<file path="config.mk">
export PLATFORM = sky130hd
export DESIGN_NAME = cmp_serial_sequencer
export DESIGN_NICKNAME = d
export VERILOG_FILES = /design/src/rtl/cmp_serial_sequencer.sv
export SDC_FILE = /design/constraint.sdc
export NUM_CORES = 1
export LEC_CHECK = 0
export ABC_CLOCK_PERIOD_IN_PS = 2800
export CAP_MARGIN = 20
export CELL_PAD_IN_SITES_DETAIL_PLACEMENT = 2
export CELL_PAD_IN_SITES_GLOBAL_PLACEMENT = 2
export CORE_AREA = 2 2 66 68
export DETAILED_ROUTE_END_ITERATION = 16
export DIE_AREA = 0 0 68 70
export PLACE_DENSITY = 0.74
export SETUP_SLACK_MARGIN = 0.15
export SLEW_MARGIN = 20
export SYNTH_ARGS = -nofsm -noshare
export SYNTH_HDL_FRONTEND = slang
export SYNTH_SLANG_ARGS = --single-unit
</file>
<file path="constraint.sdc">
create_clock -name clk -period 2.8 [get_ports clk]
set_input_delay 0.56 -clock clk [delete_from_list [all_inputs] [get_ports clk]]
set_output_delay 0.56 -clock clk [all_outputs]
set_load 0.02 [all_outputs]
</file>
<file path="src/rtl/cmp_serial_sequencer.sv">
// ----------------------------------------------------------------------------
// cmp_serial_sequencer
//
// Serial magnitude comparator for two WIDTH-bit unsigned operands. One 2-bit
// slice is compared per cycle, starting from the most significant slice. The
// first differing slice decides the result, and later slices cannot override
// it. Uses a start/busy/done handshake.
//
// Optional build macro: CMP_SERIAL_EARLY_EXIT_EN
//   Defined   : RUN ends as soon as the first differing slice is found.
//   Undefined : fixed latency of NSLICE+1 cycles from start to done.
//   The result flags are identical in both builds.
//
// Ports:
//   clk    in   clock; all state updates on the rising edge
//   rst    in   asynchronous active-high reset
//   start  in   request; sampled only in IDLE
//   a, b   in   WIDTH-bit operands, captured when start is accepted
//   busy   out  high from the cycle after an accepted start through DONE
//   done   out  single-cycle pulse; flags are valid from this cycle on
//   eq/neq/lt/lte/gt/gte out  registered result flags, held until the next
//                             DONE or reset
// ----------------------------------------------------------------------------
module cmp_serial_sequencer #(
  parameter int WIDTH = 8
) (
  input  logic             clk,
  input  logic             rst,
  input  logic             start,
  input  logic [WIDTH-1:0] a,
  input  logic [WIDTH-1:0] b,
  output logic             busy,
  output logic             done,
  output logic             eq,
  output logic             neq,
  output logic             lt,
  output logic             lte,
  output logic             gt,
  output logic             gte
);

  localparam int NSLICE = WIDTH / 2;
  localparam int IDXW   = (NSLICE > 1) ? $clog2(NSLICE) : 1;
  localparam logic [IDXW-1:0] IDX_TOP  = IDXW'(NSLICE - 1);
  localparam logic [IDXW-1:0] IDX_ZERO = {IDXW{1'b0}};
  localparam logic [IDXW-1:0] IDX_ONE  = IDXW'(1);

  typedef enum logic [1:0] {
    ST_IDLE = 2'd0,
    ST_RUN  = 2'd1,
    ST_DONE = 2'd2
  } state_t;

  typedef enum logic [1:0] {
    DEC_EQ = 2'd0,
    DEC_LT = 2'd1,
    DEC_GT = 2'd2
  } dec_t;

  // 2-bit slice comparator shared by every slice position.
  function automatic dec_t cmp2(input logic [1:0] x, input logic [1:0] y);
    dec_t r;
    if (x > y) begin
      r = DEC_GT;
    end else if (x < y) begin
      r = DEC_LT;
    end else begin
      r = DEC_EQ;
    end
    return r;
  endfunction

  // Flag vector packing: {eq, neq, lt, lte, gt, gte}.
  function automatic logic [5:0] flags_of(input dec_t d);
    logic f_eq;
    logic f_lt;
    logic f_gt;
    f_eq = (d == DEC_EQ);
    f_lt = (d == DEC_LT);
    f_gt = (d == DEC_GT);
    return {f_eq, ~f_eq, f_lt, f_lt | f_eq, f_gt, f_gt | f_eq};
  endfunction

  state_t                      state_q, state_d;
  dec_t                        dec_q, dec_d;
  logic [WIDTH-1:0]            a_q, a_d;
  logic [WIDTH-1:0]            b_q, b_d;
  logic [IDXW-1:0]             idx_q, idx_d;
  logic                        busy_q, busy_d;
  logic                        done_q, done_d;
  logic [5:0]                  flags_q, flags_d;

  // Operands viewed as arrays of 2-bit slices so the current slice is a
  // simple indexed select.
  logic [NSLICE-1:0][1:0]      a_pk_s;
  logic [NSLICE-1:0][1:0]      b_pk_s;
  dec_t                        slice_dec_s;
  dec_t                        dec_next_s;
  logic                        finish_s;

  assign a_pk_s      = a_q;
  assign b_pk_s      = b_q;
  assign slice_dec_s = cmp2(a_pk_s[idx_q], b_pk_s[idx_q]);
  // Sticky decision: only an undecided compare takes the slice result.
  assign dec_next_s  = (dec_q == DEC_EQ) ? slice_dec_s : dec_q;

`ifdef CMP_SERIAL_EARLY_EXIT_EN
  assign finish_s = (idx_q == IDX_ZERO) || (dec_next_s != DEC_EQ);
`else
  assign finish_s = (idx_q == IDX_ZERO);
`endif

  // Next-state and next-output computation for the sequencer.
  always_comb begin
    state_d = state_q;
    dec_d   = dec_q;
    a_d     = a_q;
    b_d     = b_q;
    idx_d   = idx_q;
    busy_d  = busy_q;
    done_d  = 1'b0;
    flags_d = flags_q;
    case (state_q)
      ST_IDLE: begin
        if (start) begin
          a_d     = a;
          b_d     = b;
          idx_d   = IDX_TOP;
          dec_d   = DEC_EQ;
          busy_d  = 1'b1;
          state_d = ST_RUN;
        end else begin
          busy_d  = 1'b0;
          state_d = ST_IDLE;
        end
      end
      ST_RUN: begin
        dec_d  = dec_next_s;
        busy_d = 1'b1;
        if (finish_s) begin
          // Flags load on entry to DONE so they are valid alongside done.
          done_d  = 1'b1;
          flags_d = flags_of(dec_next_s);
          state_d = ST_DONE;
        end else begin
          idx_d   = idx_q - IDX_ONE;
          state_d = ST_RUN;
        end
      end
      ST_DONE: begin
        busy_d  = 1'b0;
        state_d = ST_IDLE;
      end
      default: begin
        busy_d  = 1'b0;
        state_d = ST_IDLE;
      end
    endcase
  end

  // State and output registers; reset abandons any compare in flight.
  always_ff @(posedge clk or posedge rst) begin
    if (rst) begin
      state_q <= ST_IDLE;
      dec_q   <= DEC_EQ;
      a_q     <= {WIDTH{1'b0}};
      b_q     <= {WIDTH{1'b0}};
      idx_q   <= IDX_ZERO;
      busy_q  <= 1'b0;
      done_q  <= 1'b0;
      flags_q <= 6'b000000;
    end else begin
      state_q <= state_d;
      dec_q   <= dec_d;
      a_q     <= a_d;
      b_q     <= b_d;
      idx_q   <= idx_d;
      busy_q  <= busy_d;
      done_q  <= done_d;
      flags_q <= flags_d;
    end
  end

  assign busy = busy_q;
  assign done = done_q;
  assign eq   = flags_q[5];
  assign neq  = flags_q[4];
  assign lt   = flags_q[3];
  assign lte  = flags_q[2];
  assign gt   = flags_q[1];
  assign gte  = flags_q[0];

endmodule

</file>
==> results by group <==
Clock network
  – Hold-fix buffers, CTS: 0
  – Htree depth: 2
  – CTS sink count: 29
  – TritonCTS clock tree: done
  – CTS resizes: 0
  – Root buffer cell: clkbuf_8
  – Clock slew at reported path FFs: 0.06 ns
  – Post CTS Setup Buffer Count: 0
  – CTS Buf Count: 5
  – Worst-skew pair later-pin latency: 0.27 ns
  – Longest Clk Path Bufs: 2

GRT
  – Overflow after GRT: 0
  – Vias in the first global route: 1,031
  – Initial antenna violation count: 0
  – Tot GR Track Use: 14.10%
  – Global-route wire length before repair: 4995 microns
  – Largest net degree at the start of global routing: 30

Finish
  – Nets: 152
  – Synth-to-layout area growth: 30.41%
  – Final Core Density: 41.82%
  – Share of cells above drive strength 1: 25.19%
  – Diodes inserted: 0
  – Final instance area: 1733 sq um

Detailed routing
  – DR WL/cell: 16.38 microns
  – Via density: 4.842
  – Drt first pass iters: 2
  – Iteration-0 DRC count of the detailed router: 33
  – Total vias in the final route: 886
  – Post-DRT Antenna Nets: 0
  – Drc violations: 0
  – Drt total wl: 2997 microns

Logic synthesis
  – Post-synthesis cell count: 98
  – Netlist cell types: 25
  – EDFF count, synth: 0
  – Synth Area per Inst: 13.56 sq um
  – Most frequent cell after synthesis: dfrtp_1
  – Post-synth ARST share: 100.0%
  – Area contributors post-synth: dfrtp_1, mux2_2, mux4_2, ha_1, a22o_1
  – Area leader, netlist: dfrtp_1
  – Post-Synthesis Cell Area: 1329 sq um
  – Ys flop type: dfrtp_1
  – Ys Warns: 0
  – Register bit total from synthesis: 29
  – Post-synth top area share: 54.61%
  – Syn_nets: 120
  – Seq/Total Area, Yosys: 54.61%
  – Synth cell count leaders: dfrtp_1, mux2_2, inv_1

Timing
  – Setup-violating endpoint count in the final report: 0
  – Crit path time final: 2.211 ns
  – RSZ-0062 raised after global routing: false
  – Pin slew with the least headroom to its limit: 0.4095 ns
  – Fmax: 452.2 MHz
  – Final Hold Vio Count: 0
  – Rel. slew slack: 72.70%
  – Slew Limit Fails: 0
  – Layout Skew: 0.006202 ns
  – Period utilisation layout: 78.97%
  – TNS Setup: 0 ns

Die
  – Die area: 4760 sq um
  – Total core area: 4144 sq um
  – Die Y: 70 microns
  – Core Rows: 24
  – I/O pin count: 27
  – Die X: 68 microns
  – Starting density of the core: 32.07%

Placement
  – Port bufs: 26
  – Gpl congestion: 0.7026
  – Post-DP HPWL: 2341 microns
  – Placement Cell Area: 1650 sq um

Setup path
  – RR Endpoint: flags_q[0]
  – Flop2flop setup slack: 0.59 ns
  – Critical-path maximum fanout: 6
  – Critical path endpoint: flags_q[0]
  – Crit end category: flop
  – WS Path Type: flop to flop
  – Critical Path Start: idx_q[0]
  – Worst setup SP type: flop
  – FF-to-FF path depth: 5
  – Required time of the worst setup path: 2.95 ns
  – Reg-to-Reg Start: idx_q[0]
  – WP data arrival: 2.36 ns

Min path
  – Worst Hold Class: flop to flop

Power
  – Peak VDD IR: 0.4648 mV
  – PwrDens: 1192 nW/um^2
  – Static Leak: 0.0007644 uW

Job
  – Max-cap viol count: 0

Run status
  – Status: complete, no violations
[sequential cells by signal, indices dropped and copies added (netlist names)]
name	count
b_pk_s	8
done	1
idx_q	2
a_pk_s	8
dec_q	2
state_q	1
busy	1
flags_q	6
[placed cells by master (no fill, tap or decap), types with 2 or more instances in the layout]
cell type	synthesis	final
mux4_2	4	4
dfrtp_1	29	29
clkinv_2	0	2
a22oi_1	2	2
inv_1	9	9
clkdlybuf4s50_1	0	26
nor2b_1	2	2
nor2_1	5	5
mux2_2	16	16
ha_1	3	3
o21ai_0	4	4
nand2_1	3	3
o31ai_1	2	2
a21oi_1	2	2
clkbuf_8	0	5
buf_4	2	2
a22o_1	4	4
[power by group]
part | internal (uW) | total (uW) | switching [uW] | leakage, uW
clock network | 172 | 322 | 150 | 0.0000450
logic | 511 | 944 | 434 | 0.000377
registers | 624 | 800 | 177 | 0.000342
total | 1310 | 2070 | 760 | 0.000764
[how the worst min path moves through the flow]
stage                     from         end  slack [ns]  cells after the start
global route        flags_q[5]  flags_q[5]        0.51                      2
detailed placement  flags_q[5]  flags_q[5]        0.47                      2
CTS                 flags_q[5]  flags_q[5]        0.49                      2
global placement    flags_q[5]  flags_q[5]        0.47                      2
floorplan            a_pk_s[0]   a_pk_s[0]        0.45                      1
finish              flags_q[5]  flags_q[5]        0.48                      2
[layer usage]
layer  GRT usage [%]  routed length (microns)  vias to the layer above
met5               0                        0                        -
met4           4.000                       11                        0
met3           3.382                      116                        2
met2           24.49                     1641                       22
met1           16.93                     1227                      451
li1                -                        -                      411
[layout make-up]
type / count / area [sq um]
inverter: 9 / 33.78
fill: 425 / 2411
clock inverter: 2 / 10.01
timing repair buffer: 28 / 275.3
sequential: 29 / 725.7
tap: 52 / 65.06
multi-input combinational: 57 / 550.5
clock buffer: 6 / 72.57
[metrics by stage]
step	hold slack (ns)	std cells	setup slack, ns	power [uW]
floorplan	0.4533	98	0.6140	1444
global placement	0.4738	175	0.6638	1691
detailed placement	0.4744	175	0.5934	1774
CTS	0.4886	183	0.5721	2104
global route	0.5109	183	0.4665	2228
finish	0.4846	183	0.5888	2066
[worst max-delay path: stages, from the launching register on]
cell     delay, ns
dfrtp_1       0.52
mux4_2        0.55
ha_1          0.32
nor2b_1       0.17
or3_1         0.33
a22o_1        0.20
[cell families after synthesis]
kind of cell | synth area share, %
AND/OR/NAND/NOR | 8.381
flip-flops | 54.61
buffers and inverters | 3.954
AO/OA/AOI/OAI | 8.286
adder cells (fa/ha/maj) | 2.825
multiplexers | 21.94
Power figures use the tool's default switching activity.
